[config.mk]
export PLATFORM = sky130hd
export DESIGN_NAME = mem_arbiter
export DESIGN_NICKNAME = d
export VERILOG_FILES = /design/src/rtl/mem_arbiter.sv
export SDC_FILE = /design/constraint.sdc
export NUM_CORES = 1
export LEC_CHECK = 0
export ABC_AREA = 1
export CAP_MARGIN = 10
export CORE_AREA = 2 2 104 106
export DETAILED_ROUTE_END_ITERATION = 10
export DIE_AREA = 0 0 106 108
export GPL_TIMING_DRIVEN = 0
export MAX_ROUTING_LAYER = met4
export PLACE_DENSITY_LB_ADDON = 0.05
export SYNTH_ARGS = -nofsm -noshare
export SYNTH_HDL_FRONTEND = slang
export SYNTH_SLANG_ARGS = --single-unit
[constraint.sdc]
create_clock -name CLK -period 2.7 [get_ports CLK]
set_input_delay 0.675 -clock CLK [delete_from_list [all_inputs] [get_ports CLK]]
set_output_delay 0.675 -clock CLK [all_outputs]
set_load 0.02 [all_outputs]
[src/rtl/mem_arbiter.sv]
// mem_arbiter: shares one single-port RAM between instruction fetch and data access
// Ports:
//   CLK, nRST               clock (rising edge), asynchronous active-low reset
//   iREN, iaddr             instruction read request and word address
//   dREN, dWEN, daddr       data read/write request and address
//   dstore                  data write value
//   ram_ready, ramload      RAM completion strobe and read data
//   ramREN, ramWEN          RAM read/write strobes
//   ramaddr, ramstore       RAM address and write data
//   iready, iload           instruction completion pulse and fetched word
//   dready, dload           data completion pulse and read word
//   timeout_err             one-cycle pulse when the watchdog aborts an access
module mem_arbiter #(
    parameter int DSTREAK_MAX = 4,
    parameter int TIMEOUT = 64
) (
    input  logic        CLK,
    input  logic        nRST,
    input  logic        iREN,
    input  logic [31:0] iaddr,
    input  logic        dREN,
    input  logic        dWEN,
    input  logic [31:0] daddr,
    input  logic [31:0] dstore,
    input  logic        ram_ready,
    input  logic [31:0] ramload,
    output logic        ramREN,
    output logic        ramWEN,
    output logic [31:0] ramaddr,
    output logic [31:0] ramstore,
    output logic        iready,
    output logic        dready,
    output logic [31:0] iload,
    output logic [31:0] dload,
    output logic        timeout_err
);
    typedef enum logic [1:0] {IDLE, IACC, DACC} state_t;
    localparam logic [3:0] SMAX = 4'(DSTREAK_MAX);
    localparam logic [7:0] WLAST = 8'(TIMEOUT - 1);
    state_t state, next;
    logic [3:0] streak, streak_n;
    logic [7:0] wdog;
    logic [31:0] iload_q, dload_q;
    logic req, done, tmo;
    always_comb begin
        // req is the granted requester still asking; dropping it withdraws the access
        req = (state == IACC) ? iREN : (state == DACC) ? (dREN | dWEN) : 1'b0;
        done = req & ram_ready;
        tmo = req & ~ram_ready & (wdog == WLAST);
        ramREN = (state == IACC) ? iREN : (state == DACC) ? (dREN & ~dWEN) : 1'b0;
        ramWEN = (state == DACC) & dWEN;
        ramaddr = (state == IACC) ? iaddr : (state == DACC) ? daddr : '0;
        ramstore = (state == DACC) ? dstore : '0;
        iready = (state == IACC) & done;
        dready = (state == DACC) & done;
        iload = iready ? ramload : iload_q;
        dload = dready ? ramload : dload_q;
        timeout_err = tmo;
        next = state;
        streak_n = streak;
        if (state == IDLE) begin
            if (!iREN) streak_n = '0;
            // data wins unless fetch has already lost DSTREAK_MAX times in a row
            if ((dREN | dWEN) && !(iREN && streak == SMAX)) next = DACC;
            else if (iREN) next = IACC;
        end else if (done | tmo | ~req) begin
            next = IDLE;
            if (iready) streak_n = '0;
            if (dready && iREN && streak != SMAX) streak_n = streak + 4'd1;
        end
    end
    always_ff @(posedge CLK or negedge nRST) begin
        if (!nRST) begin
            state   <= IDLE;
            streak  <= '0;
            wdog    <= '0;
            iload_q <= '0;
            dload_q <= '0;
        end else begin
            state   <= next;
            streak  <= streak_n;
            // every access is entered from IDLE, so holding zero there clears it on entry
            wdog    <= (state == IDLE) ? 8'd0 : wdog + 8'd1;
            iload_q <= iload;
            dload_q <= dload;
        end
    end
endmodule

==> results_dict.tcl <==
set metrics [dict create \
    setup_viol_count_final 29 \
    synth_nets 587 \
    synth_top_family_by_area "compound AO/OA/AOI/OAI gates" \
    slew_headroom_pct 63.5 \
    clk_pin_slew_ns 0.09 \
    synthSimpleGateAreaFrac_pct 16.0 \
    power_w 0.00760 \
    violations "negative setup slack" \
    path_class "reg2out" \
    synth-compound-area-share_pct 19.6 \
    final_nets 914 \
    grt_pass1_wl_um 22200 \
    status "finished with violations" \
    grt_pass1_vias 4507 \
    num_vias 4380 \
    ys_seq_area_share_pct 51.2 \
    cts_sinks 78 \
    drt_iter0_drc 170 \
    dp_hpwl_um 10400 \
    track_usage_pct 25.6 \
    max-cap-violations 0 \
    finClkSkew_ns 0.0109 \
    wl_per_cell_um 15.9 \
    finalCriticalPeriod_ns 2.78 \
    num_rows 37 \
    yosys_register_bits 78 \
    reg2reg_depth 9 \
    worst_pin_slew_ns 0.545 \
    worstSetupEndpointType "primary output" \
    yosysUniqueCellTypes 27 \
    synth-edff-count 0 \
    grt_setup_unrepaired "true" \
    cts-hold-fix-buffers 0 \
    regArea_mm2 0.00195 \
    synthArstFlopShare_pct 100 \
    clkLatencyLatePin_ns 0.34 \
    crit_path_start "state[0]" \
    dp_slack_ns -0.924 \
    leakage_nw 3.97 \
    layout_setup_ws_ns -0.0801 \
    areaGrowthSynthToFinish_pct 97.5 \
    drcViolationCount 0 \
    portBuffers 266 \
    coreArea_mm2 0.0102 \
    start_kind "flip-flop" \
    synth.mux.area_fraction_pct 0 \
    timing.fmax_mhz 360 \
    gp_congestion 0.806 \
    final_max_slew_viol_count 0 \
    synthCells 450 \
    antenna_cells 0 \
    synthAdderAreaFrac_pct 0.985 \
    drtAntennaViolNets 0 \
    via_per_inst 4.77 \
    arrival_ns 2.11 \
    syn_avg_cell_area_um2 8.47 \
    wirelength_um 14600 \
    fillers 820 \
    cts-root-buf "clkbuf_8" \
    drive_above_1_share_pct 31.3 \
    hold_class "in2async" \
    ys.flop_type "dfrtp_1" \
    numCtsBuffers 9 \
    drt_pass1_iterations 4 \
    grt_overflow 0 \
    die_h_um 108 \
    cp_max_fo 10 \
    yosys_warnings 0 \
    hold_viol_final 0 \
    layout_common_cells "128 x clkdlybuf4s50_1, 79 x inv_1, 76 x dfrtp_1" \
    start_util_pct 37.3 \
    timing.rr.start "state[1]" \
    finalCritPeriodShare_pct 103 \
    syn-cell-area_mm2 0.00381 \
    cts_tree "built" \
    mostFrequentLayoutCell "clkdlybuf4s50_1" \
    die_area_mm2 0.0114 \
    multiInputGateArea_mm2 0.00173 \
    dp.cells 853 \
    vdd_drop_max_mv 0.470 \
    pin_count 267 \
    synth_xor_area_share_pct 0.460 \
    grt_max_degree 41 \
    clockBufferDepth 2 \
    die_w_um 106 \
    p_per_area_mw_per_mm2 1010 \
    crit_required_ns 2.03 \
    fin_cells 918 \
    h-tree-depth 3 \
    grt_antenna_before_repair 0 \
]
==> per-layer routing <==
metal,track usage (%),up-vias,share of wire (%)
li1,-,2082,-
met1,27.7,2121,37
met2,47.9,163,56
met3,5.91,14,5.8
met4,5.45,0,1.2
met5,-,-,0
==> stage by stage <==
step,util (%),TNS [ns],hold WS (ns),cell area (um^2)
2_1_floorplan,-,0,0.379,3810
3_5_place_dp,65.1,-50.80,0.457,6660
6_report,73.6,-1.00,0.290,7530
4_1_cts,74.1,-3.25,0.294,7580
3_3_place_gp,64.9,-181.74,0.447,6640
5_1_grt,73.6,-3.91,0.316,7530
==> registers in the layout, summed over array words and instances (netlist names) <==
register	cells
dload_q	32
iload_q	32
state	2
streak	4
wdog	8
==> layout make-up <==
class                           instances  share of cell area [%]
Inverter                               84                    4.21
Tap cell                              136                    2.26
Sequential cell                        78                    26.0
Buffer                                 22                    2.66
Multi-Input combinational cell        265                    23.0
Clock buffer                           10                    1.70
Clock inverter                          6                   0.931
Timing Repair Buffer                  317                    39.3
==> cells in the mapped netlist, types with 2 or more instances <==
master | number | area share [%]
inv_1 | 81 | 8.0
o21ai_2 | 23 | 5.3
o21ai_1 | 9 | 1.2
nand4_1 | 3 | 0.49
nor2_1 | 44 | 4.3
nand2_1 | 95 | 9.4
buf_6 | 6 | 1.8
a22o_1 | 32 | 7.4
dfrtp_1 | 78 | 51
nand3_1 | 5 | 0.66
ha_1 | 3 | 0.99
nor3_1 | 2 | 0.26
clkbuf_1 | 15 | 1.5
inv_2 | 2 | 0.20
a21oi_1 | 5 | 0.66
o21ai_0 | 36 | 4.7
==> logic make-up after synthesis <==
| family | after synthesis |
|---|---|
| AOI/OAI and AO/OA | 107 |
| xor gates and xnor gates | 2 |
| adders and majority gates | 3 |
| buffers and inverters | 107 |
| DFF | 78 |
| and+or+nand+nor | 153 |
==> worst max-delay path, stage by stage, from the launching register on <==
cell and delay (ns):
dfrtp_2 0.46, nor2_4 0.22, nand2_2 0.10, nand2_2 0.09, nand3_2 0.12, buf_12 0.18, buf_12 0.12, buf_16 0.12
buf_6 0.10, nand2_2 0.05, o21ai_2 0.07, buf_6 0.13
==> path summary, 6_finish.rpt <==
check | endpoint | slack [ns]
min | dload_q[18] | 0.29
max in group asynchronous | state[1] | 1.80
min in group CLK | wdog[0] | 0.47
max reg2reg | streak[2] | 0.85
min reg2reg | wdog[0] | 0.47
max | dload[29] | -0.08
==> timing repair <==
action / 4_1_cts / 5_1_grt
endpoints found under the setup margin: 131 / 115
pin swaps: 6 / 8
gates resized for setup: 498 / 98
endpoints found under the hold margin: 0 / 0
setup buffers: 35 / 12
cloned: 5 / 0
==> report_power, final <==
group	switching, W	internal (W)
Clock	0.000443	0.000434
Combinational	0.00276	0.00211
Sequential	0.000199	0.00166
Total	0.00340	0.00420
(Power assumes the default switching activity.)
